===== src/rtl/alu_rs_scheduler_if.sv =====
// rtl/alu_rs_scheduler_if.sv - issue, CDB and status signals of the add/sub reservation station
interface alu_rs_if #(
  parameter int RS_NUM = 3,
  parameter int TAG_W  = 4
);
  logic              issueValid;
  logic              issueReady;
  logic              issueOp;
  logic [TAG_W-1:0]  issueQj;
  logic [TAG_W-1:0]  issueQk;
  logic [31:0]       issueVj;
  logic [31:0]       issueVk;
  logic [TAG_W-1:0]  issueTag;
  logic              cdbValid;
  logic [TAG_W-1:0]  cdbTag;
  logic [31:0]       cdbData;
  logic              cdbReq;
  logic [TAG_W-1:0]  cdbReqTag;
  logic [31:0]       cdbReqData;
  logic              cdbGrant;
  logic [RS_NUM-1:0] busy;

  modport master (
    output issueValid, issueOp, issueQj, issueQk, issueVj, issueVk,
    output cdbValid, cdbTag, cdbData, cdbGrant,
    input  issueReady, issueTag, cdbReq, cdbReqTag, cdbReqData, busy
  );

  modport slave (
    input  issueValid, issueOp, issueQj, issueQk, issueVj, issueVk,
    input  cdbValid, cdbTag, cdbData, cdbGrant,
    output issueReady, issueTag, cdbReq, cdbReqTag, cdbReqData, busy
  );
endinterface


===== src/rtl/alu_rs_scheduler.sv =====
// rtl/alu_rs_scheduler.sv - reservation-station scheduler feeding the shared add/sub ALU
module alu_rs_scheduler #(
  parameter int RS_NUM   = 3,
  parameter int TAG_W    = 4,
  parameter int TAG_BASE = 1
) (
  input  logic     clk,
  input  logic     nRST,
  alu_rs_if.slave  rs
);
  localparam int IDX_W = (RS_NUM > 1) ? $clog2(RS_NUM) : 1;

  typedef enum logic [1:0] {sIdle, sInv, sAdd, sMAdd} state_t;

  state_t            state;
  logic [RS_NUM-1:0] busy_q, disp_q, op_q;
  logic [TAG_W-1:0]  qj_q [RS_NUM];
  logic [TAG_W-1:0]  qk_q [RS_NUM];
  logic [31:0]       vj_q [RS_NUM];
  logic [31:0]       vk_q [RS_NUM];
  logic [IDX_W-1:0]  rr_ptr, exec_idx;
  logic [31:0]       a_q, b_q;
  logic [TAG_W-1:0]  tag_q;
  logic              req_q;
  logic [TAG_W-1:0]  req_tag_q;
  logic [31:0]       req_data_q;

  logic [RS_NUM-1:0] ready;
  logic              free_found, sel_found;
  logic [IDX_W-1:0]  free_idx, sel_idx;
  logic [TAG_W-1:0]  sel_tag;
  logic              grant, do_dispatch;

  always_comb begin
    free_found = 1'b0;
    free_idx   = '0;
    for (int i = RS_NUM - 1; i >= 0; i--) begin
      if (!busy_q[i]) begin
        free_found = 1'b1;
        free_idx   = IDX_W'(i);
      end
    end
  end

  always_comb begin
    ready = '0;
    for (int i = 0; i < RS_NUM; i++) begin
      ready[i] = busy_q[i] & ~disp_q[i] & (qj_q[i] == '0) & (qk_q[i] == '0);
    end
  end

  // Round-robin: the search begins just past the last dispatched entry.
  always_comb begin
    sel_found = 1'b0;
    sel_idx   = '0;
    for (int k = 1; k <= RS_NUM; k++) begin
      int j;
      j = (int'(rr_ptr) + k) % RS_NUM;
      if (!sel_found && ready[j]) begin
        sel_found = 1'b1;
        sel_idx   = IDX_W'(j);
      end
    end
  end

  assign sel_tag     = TAG_W'(TAG_BASE) + TAG_W'(sel_idx);
  assign grant       = ((state == sAdd) || (state == sMAdd)) && req_q && rs.cdbGrant;
  assign do_dispatch = sel_found && ((state == sIdle) || grant);

  assign rs.issueReady = free_found;
  assign rs.issueTag   = free_found ? (TAG_W'(TAG_BASE) + TAG_W'(free_idx)) : '0;
  assign rs.cdbReq     = req_q;
  assign rs.cdbReqTag  = req_tag_q;
  assign rs.cdbReqData = req_data_q;
  assign rs.busy       = busy_q;

  always_ff @(posedge clk or negedge nRST) begin
    if (!nRST) begin
      state      <= sIdle;
      busy_q     <= '0;
      disp_q     <= '0;
      op_q       <= '0;
      rr_ptr     <= '0;
      exec_idx   <= '0;
      a_q        <= '0;
      b_q        <= '0;
      tag_q      <= '0;
      req_q      <= 1'b0;
      req_tag_q  <= '0;
      req_data_q <= '0;
      for (int i = 0; i < RS_NUM; i++) begin
        qj_q[i] <= '0;
        qk_q[i] <= '0;
        vj_q[i] <= '0;
        vk_q[i] <= '0;
      end
    end else begin
      for (int i = 0; i < RS_NUM; i++) begin
        if (busy_q[i] && rs.cdbValid && (qj_q[i] != '0) && (qj_q[i] == rs.cdbTag)) begin
          qj_q[i] <= '0;
          vj_q[i] <= rs.cdbData;
        end
        if (busy_q[i] && rs.cdbValid && (qk_q[i] != '0) && (qk_q[i] == rs.cdbTag)) begin
          qk_q[i] <= '0;
          vk_q[i] <= rs.cdbData;
        end
      end

      // Free set is the registered one, so an entry freed by this edge's grant is not reused yet.
      if (rs.issueValid && free_found) begin
        busy_q[free_idx] <= 1'b1;
        disp_q[free_idx] <= 1'b0;
        op_q[free_idx]   <= rs.issueOp;
        if (rs.cdbValid && (rs.issueQj != '0) && (rs.issueQj == rs.cdbTag)) begin
          qj_q[free_idx] <= '0;
          vj_q[free_idx] <= rs.cdbData;
        end else begin
          qj_q[free_idx] <= rs.issueQj;
          vj_q[free_idx] <= rs.issueVj;
        end
        if (rs.cdbValid && (rs.issueQk != '0) && (rs.issueQk == rs.cdbTag)) begin
          qk_q[free_idx] <= '0;
          vk_q[free_idx] <= rs.cdbData;
        end else begin
          qk_q[free_idx] <= rs.issueQk;
          vk_q[free_idx] <= rs.issueVk;
        end
      end

      if (grant) begin
        busy_q[exec_idx] <= 1'b0;
        disp_q[exec_idx] <= 1'b0;
      end

      if (do_dispatch) begin
        disp_q[sel_idx] <= 1'b1;
        rr_ptr          <= sel_idx;
        exec_idx        <= sel_idx;
        a_q             <= vj_q[sel_idx];
        b_q             <= vk_q[sel_idx];
        tag_q           <= sel_tag;
        if (op_q[sel_idx]) begin
          state <= sInv;
          req_q <= 1'b0;
        end else begin
          state <= sAdd;
          // An add following a grant keeps the request up so results stream one per cycle.
          if (grant) begin
            req_q      <= 1'b1;
            req_tag_q  <= sel_tag;
            req_data_q <= vj_q[sel_idx] + vk_q[sel_idx];
          end else begin
            req_q <= 1'b0;
          end
        end
      end else begin
        case (state)
          sInv: begin
            b_q   <= ~b_q;
            state <= sMAdd;
          end
          sAdd, sMAdd: begin
            if (!req_q) begin
              req_q      <= 1'b1;
              req_tag_q  <= tag_q;
              req_data_q <= a_q + b_q + {31'b0, (state == sMAdd)};
            end else if (grant) begin
              req_q <= 1'b0;
              state <= sIdle;
            end
          end
          default: ;
        endcase
      end
    end
  end
endmodule


===== src/flat_wrapper.sv =====
// flat-port wrapper written by rule: the top's interface ports become plain ports
module alu_rs_scheduler_flat 
#(
  parameter int RS_NUM   = 3,
  parameter int TAG_W    = 4,
  parameter int TAG_BASE = 1
)
  (clk, nRST, rs_issueValid, rs_issueOp, rs_issueQj, rs_issueQk, rs_issueVj, rs_issueVk, rs_cdbValid, rs_cdbTag, rs_cdbData, rs_cdbGrant, rs_issueReady, rs_issueTag, rs_cdbReq, rs_cdbReqTag, rs_cdbReqData, rs_busy);
  alu_rs_if #(.RS_NUM(RS_NUM), .TAG_W(TAG_W)) rs_i ();
  input  logic clk;
  input  logic nRST;
  input wire logic [$bits(rs_i.issueValid)-1:0] rs_issueValid;
  input wire logic [$bits(rs_i.issueOp)-1:0] rs_issueOp;
  input wire logic [$bits(rs_i.issueQj)-1:0] rs_issueQj;
  input wire logic [$bits(rs_i.issueQk)-1:0] rs_issueQk;
  input wire logic [$bits(rs_i.issueVj)-1:0] rs_issueVj;
  input wire logic [$bits(rs_i.issueVk)-1:0] rs_issueVk;
  input wire logic [$bits(rs_i.cdbValid)-1:0] rs_cdbValid;
  input wire logic [$bits(rs_i.cdbTag)-1:0] rs_cdbTag;
  input wire logic [$bits(rs_i.cdbData)-1:0] rs_cdbData;
  input wire logic [$bits(rs_i.cdbGrant)-1:0] rs_cdbGrant;
  output wire logic [$bits(rs_i.issueReady)-1:0] rs_issueReady;
  output wire logic [$bits(rs_i.issueTag)-1:0] rs_issueTag;
  output wire logic [$bits(rs_i.cdbReq)-1:0] rs_cdbReq;
  output wire logic [$bits(rs_i.cdbReqTag)-1:0] rs_cdbReqTag;
  output wire logic [$bits(rs_i.cdbReqData)-1:0] rs_cdbReqData;
  output wire logic [$bits(rs_i.busy)-1:0] rs_busy;
  assign rs_i.issueValid = rs_issueValid;
  assign rs_i.issueOp = rs_issueOp;
  assign rs_i.issueQj = rs_issueQj;
  assign rs_i.issueQk = rs_issueQk;
  assign rs_i.issueVj = rs_issueVj;
  assign rs_i.issueVk = rs_issueVk;
  assign rs_i.cdbValid = rs_cdbValid;
  assign rs_i.cdbTag = rs_cdbTag;
  assign rs_i.cdbData = rs_cdbData;
  assign rs_i.cdbGrant = rs_cdbGrant;
  assign rs_issueReady = rs_i.issueReady;
  assign rs_issueTag = rs_i.issueTag;
  assign rs_cdbReq = rs_i.cdbReq;
  assign rs_cdbReqTag = rs_i.cdbReqTag;
  assign rs_cdbReqData = rs_i.cdbReqData;
  assign rs_busy = rs_i.busy;
  alu_rs_scheduler #(.RS_NUM(RS_NUM), .TAG_W(TAG_W), .TAG_BASE(TAG_BASE)) u_core (.clk(clk), .nRST(nRST), .rs(rs_i));
endmodule

===== config.mk =====
export PLATFORM = sky130hd
export DESIGN_NAME = alu_rs_scheduler_flat
export DESIGN_NICKNAME = d
export VERILOG_FILES = /design/src/rtl/alu_rs_scheduler_if.sv /design/src/rtl/alu_rs_scheduler.sv /design/src/flat_wrapper.sv
export SDC_FILE = /design/constraint.sdc
export NUM_CORES = 1
export LEC_CHECK = 0
export CORE_MARGIN = 5
export CORE_UTILIZATION = 47
export CTS_BUF_LIST = sky130_fd_sc_hd__clkbuf_4 sky130_fd_sc_hd__clkbuf_8
export CTS_CLUSTER_DIAMETER = 30
export DETAILED_ROUTE_END_ITERATION = 7
export PLACE_DENSITY = 0.71
export SLEW_MARGIN = 5
export SYNTH_ARGS = -nofsm -noshare
export SYNTH_HDL_FRONTEND = slang
export SYNTH_SLANG_ARGS = --single-unit

===== constraint.sdc =====
create_clock -name clk -period 6.3 [get_ports clk]
set_input_delay 1.26 -clock clk [delete_from_list [all_inputs] [get_ports clk]]
set_output_delay 1.26 -clock clk [all_outputs]
set_load 0.1 [all_outputs]

==> results of run 1 <==
cell usage after synthesis, drive strengths merged, types with 13 or more instances:
cell    number  area, um^2
dfrtp      332        8310
mux2i       46         460
nand2b      16         100
ha          63         788
a31oi       41         257
clkbuf     114         428
a21oi       89         449
a21o        24         180
nand2      316        1190
buf         26         144
nand3       32         165
o21ai      125         629
inv         23        86.3
nor3        30         160
o22ai      218        1360
xnor2       79         692
nor2b       15        93.8
a211oi      19         153
o21a        13        97.6
xor2        35         314
nor2       490        1840
how the worst max path moves through the flow:
stage,startpoint,endpoint,slack [ns],cells after the start
2_1_floorplan,u_core.rs.busy[0],u_core.rs.cdbReqData[25],0.41,22
3_3_place_gp,u_core.qj_q[1],u_core.rs.cdbReqData[25],0.65,19
3_5_place_dp,u_core.rr_ptr[0],u_core.rs.cdbReqData[25],0.32,21
4_1_cts,u_core.rr_ptr[0],u_core.rs.cdbReqData[25],0.31,21
5_1_grt,u_core.rr_ptr[0],u_core.rs.cdbReqData[25],0.008,21
6_report,u_core.rr_ptr[0],u_core.rs.cdbReqData[25],0.41,21
registers in the layout (all words and copies together) (netlist names):
name and flops:
u_core.rr_ptr 2, u_core.b_q 32, u_core.vk_q 96, u_core.qj_q 12, u_core.a_q 32, u_core.rs.cdbReq 1, u_core.rs.busy 3, u_core.qk_q 12
u_core.op_q 3, u_core.disp_q 3, u_core.vj_q 96, u_core.rs.cdbReqTag 3, u_core.state 2, u_core.tag_q 3, u_core.rs.cdbReqData 32
logic make-up (layout without fill, tap and decap cells):
kind of cell / Yosys count / count (layout) / share of synthesized area [%]
AOI/OAI and AO/OA: 595 / 595 / 19.4
DFF: 332 / 332 / 42.9
other: 1 / 3 / 0.0194
muxes: 57 / 57 / 3.04
and+or+nand+nor: 976 / 976 / 21.4
buffers and inverters: 164 / 337 / 3.42
xor gates and xnor gates: 114 / 114 / 5.20
adders and majority gates: 70 / 70 / 4.60
per-layer routing:
layer	routed length [um]	share of wire (%)	GRT usage, %	vias up
met3	7120	11	7.16	160
met4	2200	3.4	10.7	0
met2	28200	43	42.2	1043
met5	0	0	0	-
li1	-	-	-	8354
met1	27900	43	39.9	8867
cell type report:
type                            instances  area, um^2  share of cell area [%]
Multi-Input combinational cell       1815       10400                    45.4
Sequential cell                       332        8310                    36.1
Timing Repair Buffer                  178        1750                    7.63
Clock buffer                          103        1320                    5.73
Tap cell                              532         666                    2.89
Clock inverter                         32         420                    1.83
Inverter                               24        90.1                   0.392
what timing repair did:
action	CTS	global route
endpoints found under the setup margin	0	3
hold buffers	0	0
gates resized for setup	0	1
stage by stage:
step	hold slack (ns)	area, um^2
floorplan	0.444	19400
global placement	0.464	21300
detailed placement	0.469	21300
CTS	0.482	23000
global route	0.501	23000
finish	0.479	23000
worst reg2reg max path: stages (launching register included):
cell and delay (ns):
dfrtp_1 0.38, inv_1 0.09, ha_1 0.35, nor2b_1 0.15, o2111ai_1 0.37, nand4bb_4 0.48, nand2_1 0.20, nand3_1 0.08
o21ai_1 0.26, inv_1 0.11, ha_1 0.33, a211oi_1 0.24, nor2_1 0.10, o31a_1 0.30, o41a_1 0.33, maj3_1 0.40
or4_4 0.45, nand3_1 0.18, o211ai_2 0.20, nand4_1 0.18, mux2_1 0.33, a211oi_1 0.23
==> flow_summary.toml, run 1 <==
[run_status]
status = "finished clean"

[grt]
grt-ovfl-total = 0
antenna_found_initial = 0
grt_max_degree = 118
grt_pass1_wl_mm = 100
grt_use_total_pct = 28.3
grt_pass1_vias = 17700

[synth]
synth.avg_cell_area_um2 = 8.38
ys_ff_latch = 332
ys_types = 92
ys_seq_area_share_pct = 42.9
synth_edf_count = 0
synth_cells = 2309
synth_ff_type = "dfrtp_1"
synth_warnings = 0
synthArstFlopShare_pct = 100
syn_area_um2 = 19300

[cells_and_area]
utilization_pct = 56.5
finalNonFillerCells = 3016
nets = 2606
diodes = 0
nFillCells = 3700
final_common_cell = "nor2_1"
layout-drive-gt1-share_pct = 8.94
area_delta_synth_final_pct = 18.9
final_cell_mix = "nor2_1 (483), dfrtp_1 (332), nand2_1 (310)"

[critical_path]
crit_fanout = 25
critPathTopFamily = "compound AO/OA/AOI/OAI gates"
r2r-end = "u_core.rs.cdbReqData[25]"
cp.arrival_ns = 6.41
r2r_start = "u_core.rr_ptr[0]"
path_cells = "inv_1, ha_1, nor2b_1, o2111ai_1, nand4bb_4, nand2_1, nand3_1, o21ai_1, inv_1, ha_1, a211oi_1, nor2_1, o31a_1, o41a_1, maj3_1, or4_4, nand3_1, o211ai_2, nand4_1, mux2_1, a211oi_1"
rr_worst_depth = 21
worst-path-buf-inv = 2
slowest_delay_ns = 0.48
cp-start-kind = "register"
path_class = "register to register"
required_ns = 6.82
critPathSlowestCell = "nand4bb_4"
r2r_slack_ns = 0.41
cp-end-kind = "register"

[cts]
cts_tree = "yes"
root_buffer = "clkbuf_8"
cts.path.max_buffers = 3
clkLatencyLatePin_ns = 0.65
cts.sinks = 332
post-cts-setup-buffers = 0
htree_levels = 3
cts_buffers = 75
clk_pin_slew_worst_paths_ns = 0.06

[hold_path]
hold_path_end = "u_core.a_q[6]"
hp-start = "u_core.a_q[6]"
min_path_cells = 2
holdCritPathClass = "register to register"

[timing]
post-route-period-util_pct = 93.4
fin_ws_ns = 0.414
max_freq_ghz = 0.170
slew_viol_final = 0
min_period_ns = 5.89
clock_skew_ns = 0.0346
worst_pin_slew_ns = 1.10
hold_viol_final = 0
rsz0062_at_grt = "no"
setup_tns_ns = 0
final-setup-viol-count = 0
relSlewSlack_pct = 25.7

[routing]
drt_first_pass_iters = 6
drc = 0
drtIter0Drc = 2018
via_per_inst = 6.11
wl_per_cell_um = 21.7
wl_mm = 65.4
ant_nets = 0
via_count = 18400

[place]
hpwl_mm = 43.8
routabilityCongestion = 0.932
portBuffers = 155
dp_slack_ns = 0.319
placed_cells = 2881

[die]
core_area_um2 = 40700
io_pins = 159
die_h_um = 213
die_area_um2 = 45300
rows = 74
start_util_pct = 47.5
die_w_um = 213

[job]
drv_cap = 0
Power of run 1 is left out: the tool's default activity adds up to more than one toggle a clock period on the data nets, which glitch-free logic cannot reach.
==> run 2: changes to the inputs <==
--- a/config.mk
+++ b/config.mk
@@ -10,7 +10,7 @@
 export CTS_BUF_LIST = sky130_fd_sc_hd__clkbuf_4 sky130_fd_sc_hd__clkbuf_8
 export CTS_CLUSTER_DIAMETER = 30
 export DETAILED_ROUTE_END_ITERATION = 7
-export PLACE_DENSITY = 0.71
+export PLACE_DENSITY_LB_ADDON = 0.1
 export SLEW_MARGIN = 5
 export SYNTH_ARGS = -nofsm -noshare
 export SYNTH_HDL_FRONTEND = slang
==> flow_summary.toml, run 2 (synthesis gave the netlist of run 1 again) <==
[run_status]
status = "finished clean"

[cts]
clk_pin_slew_worst_paths_ns = 0.06
clkLatencyLatePin_ns = 0.67
postCtsHoldBufs = 0
post-cts-setup-buffers = 0
cts_buffers = 85
cts.path.max_buffers = 3
root_buffer = "clkbuf_8"
cts.sinks = 332
ctsResizeCount = 0
htree_levels = 3
cts_tree = "yes"

[cells_and_area]
final_cell_mix = "nor2_1 (483), dfrtp_1 (332), nand2_1 (309)"
largestRegisters = "u_core.vj_q (96), u_core.vk_q (96)"
diodes = 0
area_delta_synth_final_pct = 21.5
layout-drive-gt1-share_pct = 10.1
finalNonFillerCells = 3047
nets = 2626
utilization_pct = 57.7
nFillCells = 3769
final_common_cell = "nor2_1"

[critical_path]
cp-start-kind = "register"
cp.arrival_ns = 6.31
cp-end-kind = "register"
rr_worst_depth = 20
required_ns = 6.87
path_class = "register to register"
crit_fanout = 11

[timing]
fin_ws_ns = 0.557
min_period_ns = 5.74
clock_skew_ns = 0.0378
hold_viol_final = 0
relSlewSlack_pct = 30.7
worst_pin_slew_ns = 1.03
setup_tns_ns = 0
rsz0062_at_grt = "no"
final-setup-viol-count = 0
max_freq_ghz = 0.174
post-route-period-util_pct = 91.2
slew_viol_final = 0

[die]
die_h_um = 213
core_area_um2 = 40700
die_area_um2 = 45300
die_w_um = 213
io_pins = 159
start_util_pct = 47.5
rows = 74

[place]
hpwl_mm = 45.2
dp_slack_ns = 0.612
portBuffers = 155
routabilityCongestion = 0.915
placed_cells = 2891

[grt]
antenna_found_initial = 0
grt_pass1_vias = 18000
grt_use_total_pct = 29.4
grt_max_degree = 137
grt-ovfl-total = 0
grt_pass1_wl_mm = 104

[routing]
via_count = 18300
wl_mm = 67.3
via_per_inst = 6.01
drt_first_pass_iters = 6
drc = 0
ant_nets = 0
wl_per_cell_um = 22.1
drtIter0Drc = 1880

[hold_path]
min_path_cells = 2
holdCritPathClass = "register to register"

[job]
drv_cap = 0
## run 2: cell count changes in the layout (fill, tap and decap cells not counted)
cell	delta
bufinv_16	+8
clkinv_4	-1
nand2_2	+1
buf_4	+11
inv_6	+1
clkinvlp_4	+2
nand2_1	-1
o21ai_0	+1
clkinv_2	+2
inv_8	+1
o21ai_1	-1
clkbuf_4	-8
buf_12	-1
clkbuf_8	+16
## run 2: critical path: stages, from the launching register on
cell and delay [ns]:
dfrtp_1 0.40, nor3_1 0.54, and3_1 0.28, o21a_1 0.17
and2_2 0.16, clkinv_1 0.33, o21ai_0 0.28, buf_4 0.17
inv_1 0.05, ha_1 0.30, a211oi_1 0.26, nor2_1 0.11
o31a_1 0.30, o41a_1 0.33, maj3_1 0.39, or4_4 0.45
nand3_1 0.16, o211ai_2 0.21, nand4_1 0.17, mux2_1 0.32
a211oi_1 0.23
## run 2: per-layer routing
metal / global-route usage [%] / wire length (um) / vias up
met1: 43.6 / 29900 / 8851
met4: 9.45 / 1660 / 0
met3: 7.48 / 7100 / 131
met2: 42.4 / 28600 / 930
li1: - / - / 8412
met5: 0 / 0 / -
## run 2: through the flow
step	cell area, um^2	hold WS, ns
final	23500	0.484
after floorplan	19400	0.444
after global placement	21300	0.464
after detailed placement	21300	0.467
after global routing	23500	0.505
after CTS	23500	0.485
## run 2: worst paths after layout
path                                 from                  endpoint  slack, ns
max                        u_core.qk_q[1]  u_core.rs.cdbReqData[25]       0.56
min reg2reg                u_core.a_q[24]            u_core.a_q[24]       0.48
min in group asynchronous            nRST   u_core.rs.cdbReqData[6]       0.66
max reg2reg                u_core.qk_q[1]  u_core.rs.cdbReqData[25]       0.56
max in group asynchronous            nRST           u_core.vk_q[56]       4.33
min                        u_core.a_q[24]            u_core.a_q[24]       0.48
## run 2: layout make-up
class                      instances  area [um^2]  area share [%]
clock buffer                     111         1480            6.29
timing repair buffer             188         1820            7.73
clock inverter                    45          697            2.97
sequential                       332         8310            35.3
inverter                          24         90.1           0.383
tap                              532          666            2.83
multi-input combinational       1815        10400            44.5
Power of run 2 is left out for the same reason.
==> run 3: changes to the inputs <==
--- a/config.mk
+++ b/config.mk
@@ -5,6 +5,7 @@
 export SDC_FILE = /design/constraint.sdc
 export NUM_CORES = 1
 export LEC_CHECK = 0
+export ABC_CLOCK_PERIOD_IN_PS = 6300
 export CORE_MARGIN = 5
 export CORE_UTILIZATION = 47
 export CTS_BUF_LIST = sky130_fd_sc_hd__clkbuf_4 sky130_fd_sc_hd__clkbuf_8
==> results of run 3 <==
Final layout, timing and power as in run 2 (identical DEF).
Power of run 3 is left out for the same reason.
